===== src/rtl/writeback_stage.sv =====
// rtl/writeback_stage.sv - RV32I writeback stage with load formatting and forwarding port.
// Optional retired-instruction counter is enabled by defining WB_RETIRE_COUNT_EN.
module writeback_stage #(
    parameter int DWIDTH = 32
) (
    input  logic              clk,
    input  logic              rst,
    input  logic              valid_i,
    output logic              ready_o,
    input  logic [DWIDTH-1:0] pc_i,
    input  logic [4:0]        rd_i,
    input  logic              regwren_i,
    input  logic [1:0]        wbsel_i,
    input  logic [2:0]        funct3_i,
    input  logic [1:0]        addr_lo_i,
    input  logic [DWIDTH-1:0] alu_res_i,
    input  logic              memrsp_valid_i,
    input  logic [DWIDTH-1:0] memrsp_data_i,
    input  logic              flush_i,
    output logic [4:0]        rd_o,
    output logic [DWIDTH-1:0] datawb_o,
    output logic              regwren_o,
    output logic              fwd_valid_o,
    output logic [4:0]        fwd_rd_o,
    output logic [DWIDTH-1:0] fwd_data_o,
    output logic              err_o,
    output logic [63:0]       instret_o
);

    typedef enum logic [1:0] {IDLE, WAIT, WRITE} state_t;

    state_t            state;
    logic              drain;
    logic [4:0]        lat_rd;
    logic              lat_regwren;
    logic [2:0]        lat_funct3;
    logic [1:0]        lat_addr_lo;
    logic              hs;
    logic              is_load;
    logic              rsp_use;
    logic [DWIDTH-1:0] wb_data;

    function automatic logic [DWIDTH-1:0] fmt_load(input logic [2:0] f3, input logic [1:0] lo,
                                                   input logic [DWIDTH-1:0] w);
        logic [7:0]  b;
        logic [15:0] h;
        b = w[{lo, 3'b000} +: 8];
        h = lo[1] ? w[31:16] : w[15:0];
        case (f3)
            3'b000:  return {{24{b[7]}}, b};
            3'b001:  return {{16{h[15]}}, h};
            3'b100:  return {24'd0, b};
            3'b101:  return {16'd0, h};
            default: return w;
        endcase
    endfunction

    assign ready_o = rst && (state != WAIT) && !flush_i;
    assign hs      = valid_i && ready_o;
    assign is_load = (wbsel_i == 2'b01);
    // A response arriving while draining belongs to a killed load.
    assign rsp_use = memrsp_valid_i && !drain;

    always_comb begin
        wb_data = '0;
        case (wbsel_i)
            2'b00:   wb_data = alu_res_i;
            2'b01:   wb_data = fmt_load(funct3_i, addr_lo_i, memrsp_data_i);
            2'b10:   wb_data = pc_i + DWIDTH'(4);
            default: wb_data = '0;
        endcase
    end

    always_ff @(posedge clk or negedge rst) begin
        if (!rst) begin
            state       <= IDLE;
            drain       <= 1'b0;
            err_o       <= 1'b0;
            rd_o        <= '0;
            datawb_o    <= '0;
            regwren_o   <= 1'b0;
            lat_rd      <= '0;
            lat_regwren <= 1'b0;
            lat_funct3  <= '0;
            lat_addr_lo <= '0;
        end else begin
            regwren_o <= 1'b0;
            if (memrsp_valid_i && drain)
                drain <= 1'b0;
            case (state)
                WAIT: begin
                    if (rsp_use) begin
                        state     <= WRITE;
                        rd_o      <= lat_rd;
                        datawb_o  <= fmt_load(lat_funct3, lat_addr_lo, memrsp_data_i);
                        regwren_o <= lat_regwren && (lat_rd != 5'd0);
                    end else if (flush_i) begin
                        state <= IDLE;
                        drain <= 1'b1;
                    end
                end
                default: begin
                    if (hs && (!is_load || rsp_use)) begin
                        state     <= WRITE;
                        rd_o      <= rd_i;
                        datawb_o  <= wb_data;
                        regwren_o <= regwren_i && (rd_i != 5'd0);
                    end else if (hs) begin
                        state       <= WAIT;
                        lat_rd      <= rd_i;
                        lat_regwren <= regwren_i;
                        lat_funct3  <= funct3_i;
                        lat_addr_lo <= addr_lo_i;
                    end else begin
                        state <= IDLE;
                    end
                    if (rsp_use && !(hs && is_load))
                        err_o <= 1'b1;
                end
            endcase
        end
    end

    assign fwd_valid_o = regwren_o;
    assign fwd_rd_o    = rd_o;
    assign fwd_data_o  = datawb_o;

`ifdef WB_RETIRE_COUNT_EN
    logic [63:0] instret_q;

    always_ff @(posedge clk or negedge rst) begin
        if (!rst)
            instret_q <= '0;
        else if (state == WRITE)
            instret_q <= instret_q + 64'd1;
    end

    assign instret_o = instret_q;
`else
    assign instret_o = '0;
`endif

endmodule


===== config.mk =====
export PLATFORM = sky130hd
export DESIGN_NAME = writeback_stage
export DESIGN_NICKNAME = d
export VERILOG_FILES = /design/src/rtl/writeback_stage.sv
export SDC_FILE = /design/constraint.sdc
export NUM_CORES = 1
export LEC_CHECK = 0
export CAP_MARGIN = 10
export CELL_PAD_IN_SITES_DETAIL_PLACEMENT = 1
export CELL_PAD_IN_SITES_GLOBAL_PLACEMENT = 1
export CORE_ASPECT_RATIO = 2
export CORE_MARGIN = 4
export CORE_UTILIZATION = 32
export CTS_CLUSTER_SIZE = 40
export DETAILED_ROUTE_END_ITERATION = 10
export GPL_TIMING_DRIVEN = 1
export PLACE_DENSITY = 0.95
export SYNTH_ARGS = -nofsm -noshare
export SYNTH_HDL_FRONTEND = slang
export SYNTH_SLANG_ARGS = --single-unit

===== constraint.sdc =====
create_clock -name clk -period 6 [get_ports clk]
set_clock_uncertainty 0.1 [all_clocks]
set_input_delay 1.2 -clock clk [delete_from_list [all_inputs] [get_ports clk]]
set_output_delay 1.2 -clock clk [all_outputs]
set_load 0.01 [all_outputs]

### After elaboration in Yosys (flattened, before gate mapping)

Cells that the tools add are included.
Widths: inputs -> output; s select.

* input bits: 114
* register bits: 53
* word-level logic and storage cells: 74
* output and inout bits: 142

* eq/ne operators: 12
* multiplexer cells: 23
* bitwise logic cells: 2
* shift operators: 2
* add/subtract/negate cells: 1
* reductions and logical operators: 24

Operator list (number)
* $pmux 32 s4: 2
* $mux 32: 3
* $pmux 32 s3: 1
* $shiftx 32x6->8: 2
* $add 32x3->32 const B: 1
* $mux 16: 2
* $mux 5: 3
* $eq 3x3->1 const B: 4
* $logic_and 1x1->1: 10
* $reduce_bool 5->1: 2
* $mux 1: 8
* $mux 2: 4
* $eq 3x1->1 const B: 2
* $logic_not 3->1: 2
* $eq 2x1->1 const B: 2
* $logic_not 1->1: 4
* $reduce_and 2->1: 2
* $ne 3x3->1 const B: 1
* $reduce_and 3->1: 1
* $eq 2x2->1 const B: 1
* $logic_not 2->1: 1
* $ne 2x1->1 const B: 1
* $ne 2x2->1 const B: 1
* $not 1->1: 2
* other kinds (2): 2

### Logic depth before layout (Yosys ltp)

Gate-level depths: netlist of run 1.

* word-level depth: 8
* gate-level depth with buffers: 9
* mapped depth without buffers: 6

### Worst setup path before layout of run 1

Ideal clock, no wire load.

* path type: in2reg
* start: input port pc_i[13]
* end: register datawb_o[18]
* slack: 3.165 ns
* arrival: 2.611 ns
* data required time: 5.776 ns
* cell stages on the path: 6
* buffers on the path: 1
* library setup time: 0.124 ns
* path through: nand3_1 > or4_4 > clkbuf_8 > o31ai_4 > a31oi_1 > a211o_1

* longest elaborated chain between the ends: 4

Ends and longest elaborated chain
* start: declaration: RTL line 10 `input logic [DWIDTH-1:0] pc_i,`
* $add 32x3->32: RTL line 69 `2'b10: wb_data = pc_i + DWIDTH'(4);`
* $pmux 32 s3: RTL line 66 `case (wbsel_i)`
* $mux 32: RTL line 103 `if (hs && (!is_load || rsp_use)) begin`
* $mux 32: RTL line 90 `case (state)`
* end signal: assignment: RTL line 95 `datawb_o <= fmt_load(lat_funct3, lat_addr_lo, memrsp_data_i);`
* end signal: assignment: RTL line 106 `datawb_o <= wb_data;`
* end: declaration: RTL line 21 `output logic [DWIDTH-1:0] datawb_o,`

Every way passes these cells. The select of a mux whose other input is x is not followed.
A chain may end at the register's enable or synchronous reset.

### Worst setup path in the final report of run 1

* start: input port wbsel_i[0]
* end: register datawb_o[31]

* longest elaborated chain between the ends: 6
* elaborated cells on any way between the ends: 11
* those cells by class: eq/ne (2); mux (3); reduce/logical (6)

Ends and longest elaborated chain
* start: declaration: RTL line 13 `input logic [1:0] wbsel_i,`
* $eq 2x1->1: RTL line 60, 66
* $logic_not 1->1: RTL line 103
* $logic_or 1x1->1: RTL line 103
* $logic_and 1x1->1: RTL line 103
* $reduce_bool 2->1 (no line)
* $reduce_and 2->1 (no line)

Parallel ways exist; a longest one is shown, timed or not. The select of a mux whose other input is x is not followed.

==> results of run 1 <==
layer usage:
metal,vias to the layer above,track usage (%)
met5,-,0
met2,391,46.2
li1,2731,-
met1,3009,24.6
met4,0,18.6
met3,134,3.40
metrics by stage:
step                cells  area (µm²)
floorplan             779        5850
global route         1056        7330
detailed placement   1048        7180
CTS                  1056        7330
finish               1056        7330
global placement     1048        7180
worst register-to-register path: stages (launching register included):
cell,delay [ns]
dfrtp_1,0.37
nor2b_2,0.30
buf_4,0.38
nor2_1,0.14
or2_1,0.24
buf_4,0.22
inv_1,0.52
buf_4,0.39
mux2i_1,0.23
a41oi_1,0.06
how the worst min path moves through the flow:
stage                            startpoint  depth (start not counted)  slack, ns                 endpoint
floorplan           lat_regwren$_DFFE_PN0P_                          1       0.38  lat_regwren$_DFFE_PN0P_
global placement          err_o$_DFFE_PN0P_                          1       0.37        err_o$_DFFE_PN0P_
detailed placement        err_o$_DFFE_PN0P_                          1       0.36        err_o$_DFFE_PN0P_
CTS                       err_o$_DFFE_PN0P_                          1       0.38        err_o$_DFFE_PN0P_
global route              err_o$_DFFE_PN0P_                          1       0.40        err_o$_DFFE_PN0P_
finish                    err_o$_DFFE_PN0P_                          1       0.38        err_o$_DFFE_PN0P_
synth_stat cells (2+ instances only):
cell type	number
a211o_1	3
a211oi_1	11
a21o_1	3
a21oi_1	21
a221o_1	7
a221oi_1	9
a22o_1	7
a22oi_1	10
a31oi_1	25
a41oi_1	2
and2_1	13
and3_1	8
and4_1	2
buf_1	2
buf_2	7
buf_4	102
clkbuf_1	36
dfrtp_1	53
inv_1	26
mux2_2	19
mux2i_1	20
mux4_2	2
nand2_1	67
nand2b_1	3
nand3_1	14
nand3b_1	2
nand4_1	13
nor2_1	57
nor2b_1	9
nor3_1	10
nor3b_1	2
nor4_1	11
o211ai_1	18
o21a_1	2
o21ai_0	34
o21bai_1	2
o221ai_1	15
o22ai_1	7
o31a_1	9
o32ai_1	7
or2_2	3
or4_1	3
xnor2_1	8
xor2_1	8
sequential cells by signal, summed over array words and instances, names as in the netlist:
name         cells
drain            1
lat_regwren      1
lat_addr_lo      2
err_o            1
state            2
datawb_o        32
fwd_rd_o         5
lat_funct3       3
fwd_valid_o      1
lat_rd           5
layout by cell type, fill, tap and decap left out, types with 8 or more instances in the layout:
master and n:
a211oi_1 11, a21oi_1 21, a221oi_1 9, a22oi_1 10, a31oi_1 25, and2_1 13, and3_1 8, buf_4 16
clkdlybuf4s50_1 190, conb_1 64, dfrtp_1 53, inv_1 26, mux2_2 19, mux2i_1 20, nand2_1 67, nand3_1 14
nand4_1 13, nor2_1 57, nor2b_1 8, nor3_1 10, nor4_1 11, o211ai_1 18, o21ai_0 34, o221ai_1 15
o31a_1 9, xnor2_1 8, xor2_1 8
report_power, final:
part / internal [W] / switching, W / total (W)
logic: 0.000413 / 0.000406 / 0.000819
clock network: 0.000158 / 0.000152 / 0.000310
registers: 0.000430 / 0.0000925 / 0.000522
kinds of logic after synthesis:
logic type | after synthesis | share of synthesized area [%]
AND/OR/NAND/NOR | 226 | 20.2
buffers and inverters | 174 | 18.8
AO/OA/AOI/OAI | 204 | 26.4
multiplexers | 41 | 8.18
flip-flops | 53 | 23.6
XOR/XNOR | 16 | 2.50
other | 1 | 0.0668
adder cells (fa/ha/maj) | 1 | 0.223
area by class of cell:
| type | instances | area, µm² | area share [%] |
|---|---|---|---|
| Sequential cell | 53 | 1330 | 18.1 |
| Timing Repair Buffer | 207 | 2030 | 27.6 |
| Clock buffer | 5 | 125 | 1.71 |
| Tap cell | 210 | 263 | 3.58 |
| Multi-Input combinational cell | 552 | 3470 | 47.3 |
| Inverter | 26 | 97.6 | 1.33 |
| Clock inverter | 3 | 26.3 | 0.358 |
==> impl_summary.md, run 1 <==
Global routing
The wire length of the first global-routing pass is roughly 38000 µm. The global route total overflow is 0. The number of global-route vias before repair is 6695.

The largest net degree at the start of global routing is 41. The global routing usage summed across all routing layers is 25.2%. The number of antenna violations at the first check in global routing was 0.

Power
For this design the ratio of total power to cell area is 225 nW/µm². In this run the static leakage power is around 2.9 nW. The sum of internal, switching and leakage power is 0.00165 W. The worst vdd rail ir drop is around 120 µV.

Yosys
In this run, synthesis inferred 0 flip-flops with an integrated enable. The top flip-flop cell by instance count after synthesis is dfrtp_1. By area the synthesized netlist is led by dfrtp_1 (24%), buf_4 (14%), nand2_1 (4.5%). The count of unique library cells instantiated by Yosys is 68. The proportion of synthesized chip area in sequential cells is 23.6%.

Counting flops with an async set or reset pin after synthesis yields a share of 100%. The top cell type's share of synthesized area is 23.6%. The count of synthesis-stage warnings from yosys is 0. In this run, synthesis produced a sequential element count of 53. After synthesis, the mean cell area works out to approximately 7.8 µm². The largest total area in the synthesized netlist belongs to dfrtp_1.

The area of the mapped netlist is between 5000 and 6000 µm². After technology mapping, the gate count stands at 716.

Floorplan
Once the floorplan was initialized, standard cells occupied 32.5% of the core. In this run the standard cell core region covers 17300 µm². The number of ports placed on the die boundary is 256. The initialized floorplan defines ~70 standard-cell rows.

The floorplan step defined a die boundary enclosing between 15000 and 20000 µm². The floorplan step set the die height to 195 µm. The die is 102 µm wide.

Critical path
The number of buffers and inverters on the critical path is 5. The standard cell with the maximum stage delay on the critical path is clkdlybuf4s50_1. In this design, the stage delay of the slowest critical-path cell is 0.45 ns. In this run the worst path has a maximum fanout of 27. In this run the worst setup path begins at wbsel_i[0]. Walking the worst path, the cells encountered are clkdlybuf4s50_1 -> buf_4 -> nand2b_1 -> a21oi_1 -> or2_1 -> buf_4 -> inv_1 -> buf_4 -> o22ai_1 -> a31oi_1. The top cell family by delay on the critical path is buffers and inverters. The reg-to-reg setup timing slack is 2.92 ns. The kind of start point of the critical path is an input pin. The kind of critical path is input pin to flop. The cell that appears most often on the critical path is buf_4. The sort of element at the end of the critical path is a flop. The critical register-to-register path startpoint is state[0]$_DFFE_PN0P_. STA puts the critical path data arrival time at just over 4 ns. The number of cells on the worst reg-to-reg path is 9. The last element of the critical path is datawb_o[31]$_DFFE_PN0P_. The endpoint of the worst-slack reg-to-reg timing path is datawb_o[8]$_DFFE_PN0P_. The critical path data required time is 6.08 ns. The cell count along the critical path is 10.

CTS
Once the clock tree was built, the setup fixing pass inserted 0 buffers. The clock slew at the register clock pins of the worst setup and hold paths is 0.07 ns. The TritonCTS clock tree is done.

The maximum root-to-sink buffer count is 2. The count of instances resized after the clock tree is built is 0. The number of clock buffers added by TritonCTS is 5.

The H-tree was split into 2 levels. Buffers inserted to repair hold after CTS numbered 0. The clock drives 53 sinks.

The clock network latency to the later pin of the worst-skew pair is 0.30 ns. CTS placed an instance of clkbuf_16 at the clock tree root.

Routing
The routed design has around 25000 µm of wire. The routed via count divided by cell count is 5.93. The average routed wire per standard cell is 24.0 µm. The detailed router put a total of between 8000 and 9000 µm of wire on met1. For this run, the detailed router's first-pass iteration total came to 6. After detailed routing, the number of remaining DRC violations is 0. The total number of vias is 6265.

The met2 layer wire length in the routed design is 13500 µm. The length of routed met3 wiring is 1470 µm. The number of antenna-violating nets in the routed design is 0.

The number of violations reported at the end of detailed-routing iteration 0 is roughly 470. The highest layer touched by signal routing is met4.

STA
The final setup TNS is 0 ns. Derived from the worst setup path, the maximum achievable clock frequency is 246 MHz. Setup repair after global routing left no endpoint under its margin. Of the available clock period, the critical path in the final layout requires 67.7%. The worst-case setup margin in the final layout is 1.94 ns. The hold violation count in the final report was 0. The number of slew-limit violations in the final report was 0. The clock period minus final worst setup slack is 4.06 ns. Measured against its own limit, the worst slew margin works out to 22.6%.

At the pin with the least slew margin, the transition time is roughly 1.2 ns. Final hold analysis gives a worst-case slack of 0.377 ns. The number of endpoints failing setup at the final stage is 0.

Placement
The global placement routability congestion is 0.947. Buffers placed on the I/O ports in this run total 191. Detailed placement finished with a half-perimeter wire length of 20700 µm. At the placement stage, the worst setup path has a slack of ~1.7 ns.

Layout
The final net count is 960. The post-route netlist has 7.09% of its cells at a drive strength greater than 1. The antenna diode instance count is 0.

The signed area change from the synthesized netlist to the final layout is 30.7%. Fill cells in the final layout number between 2000 and 2500. The final core utilization is 42.5%.

Outcome
The run finished with clean final reports.

Hold path
The path type of the worst min-delay path is flop to flop.

Run
Across the run, the number of max-cap violations was 0.
Note: power is estimated with default switching activity, not from simulation.
==> inputs of run 2 (changes only) <==
CORE_UTILIZATION = 30   (was 32)
PLACE_DENSITY = 0.93   (was 0.95)
clock period = 3.9 ns   (was 6 ns; I/O delays follow)
==> impl_summary.md, run 2 (same netlist as run 1, synthesis figures left out) <==
STA
The slew at the pin closest to its max-slew limit is 0.792 ns (-0.364 ns). Setup repair after global routing left no endpoint under its margin. The number of endpoints failing setup at the final stage is 0 (unchanged).

The maximum clock frequency is 318 MHz. The worst path needs 3.14 ns of the cycle, external delays included. The number of slew-limit violations in the final report is 0 (unchanged). The final setup TNS was 0 ns (unchanged). The worst-case headroom to the max-slew limit is 47.0% (+24 points). The hold violation count in the final report is 0 (unchanged). After layout, the worst path uses between 80% and 90% of the clock period. The worst-case setup margin in the final layout is 0.756 ns (-1.18 ns).

Power
The sequential cell fraction of total power is 31.9% (+0.3 points). The total internal power came to 0.00155 W (+54%). The share of power burned in the clock network is 19.1% (+0.3 points). The cell area power density is 343 nW/µm² (+52%). The worst vdd rail ir drop is 179 µV (+55%).

The power dissipated by switching net loads is 0.00100 W (+54%). The static leakage was 2.94 nW (+1.8%). The combinational group share of total power is 49.1% (-0.5 points). The switching power as a share of total power is 39.3% (-0.083 points).

Layout
The final cell count without fillers is 1073 (+1.6%). The library cell used most frequently in the layout, excluding fill and tap cells, is clkdlybuf4s50_1. The final net count is 970 (+1.0%). Ranked by flip-flop count, first place goes to datawb_o. The signed area change from the synthesized netlist to the final layout is 32.2%. The share of post-route cells with drive strength above 1 came to 8.18% (+1.1 points). The number of flip-flops under the largest register name was 32 (unchanged).

The library cells used most frequently in the layout, excluding fill and tap cells, are clkdlybuf4s50_1 (190), nand2_1 (67), conb_1 (64).

CTS
The sink count of the clock tree is 53 (unchanged). The TritonCTS clock tree is done. The tree is rooted in a clkbuf_16. The maximum level of the CTS H-tree is 2 (unchanged). The clock network latency to the later pin of the worst-skew pair is 0.31 ns (about the same).

The number of hold buffers added after CTS came to 0 (unchanged). The post-CTS setup-driven buffer insertion count was 0 (unchanged). The TritonCTS buffer count is 5 (unchanged). The count of instances resized after the clock tree is built was 0 (unchanged). The clock slew at the register clock pins of the worst setup and hold paths is 0.08 ns (about the same). The maximum root-to-sink buffer count is 2 (unchanged).

Global routing
The wire length of the first global-routing pass is 38300 µm (unchanged). The global route total overflow is 0 (unchanged). The number of global-route vias before repair is 6689 (-0.090%). The number of antenna violations at the first check in global routing was 1 (+1).

The largest net degree at the start of global routing is 49 (+20%). The global routing usage summed across all routing layers is 23.2% (-2.1 points).

Critical path
The standard cell with the maximum stage delay on the critical path is a211oi_1. The data arrival at the endpoint of the critical path is 3.20 ns (-0.94 ns). The sort of element at the end of the critical path is a flop. The critical path data required time is 3.96 ns (-2.12 ns). STA classifies the critical path startpoint as an input pin. The signal on the critical path passes through clkdlybuf4s50_1 -> nand2b_1 -> a21oi_1 -> or2_1 -> buf_4 -> a211oi_1 -> o22ai_1. The stage delay of the slowest cell on the critical path is 0.56 ns (+0.11 ns). The worst setup path is of the input pin to flop kind.

The critical-path maximum fanout is 21 (-22%).

Routing
The met2 layer wire length in the routed design is 13400 µm (-0.56%). The number of violations reported at the end of detailed-routing iteration 0 is 424 (-9.0%). The routed via count divided by cell count came to 5.83 (-1.8%). The number of antenna-violating nets in the routed design is 0 (unchanged). The highest layer used for signal routing is met4. The detailed-route wire length was 25600 µm (+0.67%).

The detailed-routing wirelength on met1 was 8390 µm (+1.7%). The iteration count of the initial detailed-routing pass was 6 (unchanged). The average routed wire per standard cell is 23.8 µm (-0.93%).

The total number of vias came to 6252 (-0.21%). The number of remaining DRC errors is 0 (unchanged). The length of routed met3 wiring came to 1550 µm (+5.5%).

Floorplan
The area of the core region is 18300 µm² (+6.0%). The count of standard-cell rows is 70 (+2.9%). The number of ports placed on the die boundary is 256 (unchanged). The die height came to 201 µm (+3.1%). The overall die width is 105 µm (+3.0%). The total die area came to 21100 µm² (+6.3%). The effective utilization at floorplan was 30.6% (-1.8 points).

Placement
The instance count after placement with tap cells included is 1064 (+1.5%). The number of buffers inserted by port buffering is 191 (unchanged). The worst slack at placement came to 0.557 ns (-1.11 ns).

The post-DP HPWL was 21100 µm (+1.8%). The global placement routability congestion came to 0.931 (-1.6%).

Outcome
The run finished with clean final reports.

Run
The count of max-cap constraint violations is 0 (unchanged).

Hold path
The tightest min-delay check is of the input pin to async pin type.
run 2: changes by cell type in the layout (fill, tap and decap cells not counted):
cell     delta
diode_2     +1
buf_4      +10
run 2: critical path, delay by kind of cell:
family / cells / cell delay, ns
AND/OR/NAND/NOR: 2 / 0.72
buffers and inverters: 2 / 0.73
AO/OA/AOI/OAI: 3 / 0.95
run 2: area by class of cell:
class / count / area [µm²]
Antenna cell: 1 / 2.50
Clock buffer: 5 / 125
Clock inverter: 3 / 26.3
Fill cell: 2210 / 10900
Inverter: 26 / 97.6
Multi-Input combinational cell: 552 / 3470
Sequential cell: 53 / 1330
Tap cell: 216 / 270
Timing Repair Buffer: 217 / 2100
run 2: routing by layer:
metal,up-vias,track usage (%)
met5,-,0
met1,3027,21.8
li1,2743,-
met2,365,43.3
met3,117,3.56
met4,0,18.7
run 2: metrics by stage:
step | cell area [µm²] | total power, W | hold slack (ns) | util (%)
6_report | 7420 | 0.00255 | 0.248 | 40.5
5_1_grt | 7420 | 0.00266 | 0.250 | 40.5
4_1_cts | 7420 | 0.00255 | 0.258 | 40.5
3_5_place_dp | 7260 | 0.00206 | 0.395 | 39.7
3_3_place_gp | 7260 | 0.00203 | 0.355 | 39.7
2_1_floorplan | 5850 | 0.00149 | 0.381 | -
run 2: power by group through the flow:
stage / sequential, W / combinational (W) / clock (W)
after global placement: 0.000819 / 0.00121 / 0
after global routing: 0.000831 / 0.00133 / 0.000504
after detailed placement: 0.000823 / 0.00124 / 0
final: 0.000812 / 0.00125 / 0.000486
after floorplan: 0.000791 / 0.000701 / 0
after CTS: 0.000813 / 0.00125 / 0.000486
run 2: worst paths after layout:
check	depth (start not counted)	end	slack, ns	from
setup / recovery	7	datawb_o[13]$_DFFE_PN0P_	0.76	wbsel_i[1]
hold / removal	1	err_o$_DFFE_PN0P_	0.25	rst
setup reg to reg	6	datawb_o[13]$_DFFE_PN0P_	0.83	lat_addr_lo[1]$_DFFE_PN0P_
hold reg to reg	1	err_o$_DFFE_PN0P_	0.41	err_o$_DFFE_PN0P_
max in group asynchronous	2	datawb_o[5]$_DFFE_PN0P_	2.44	rst
min in group clk	1	err_o$_DFFE_PN0P_	0.41	err_o$_DFFE_PN0P_
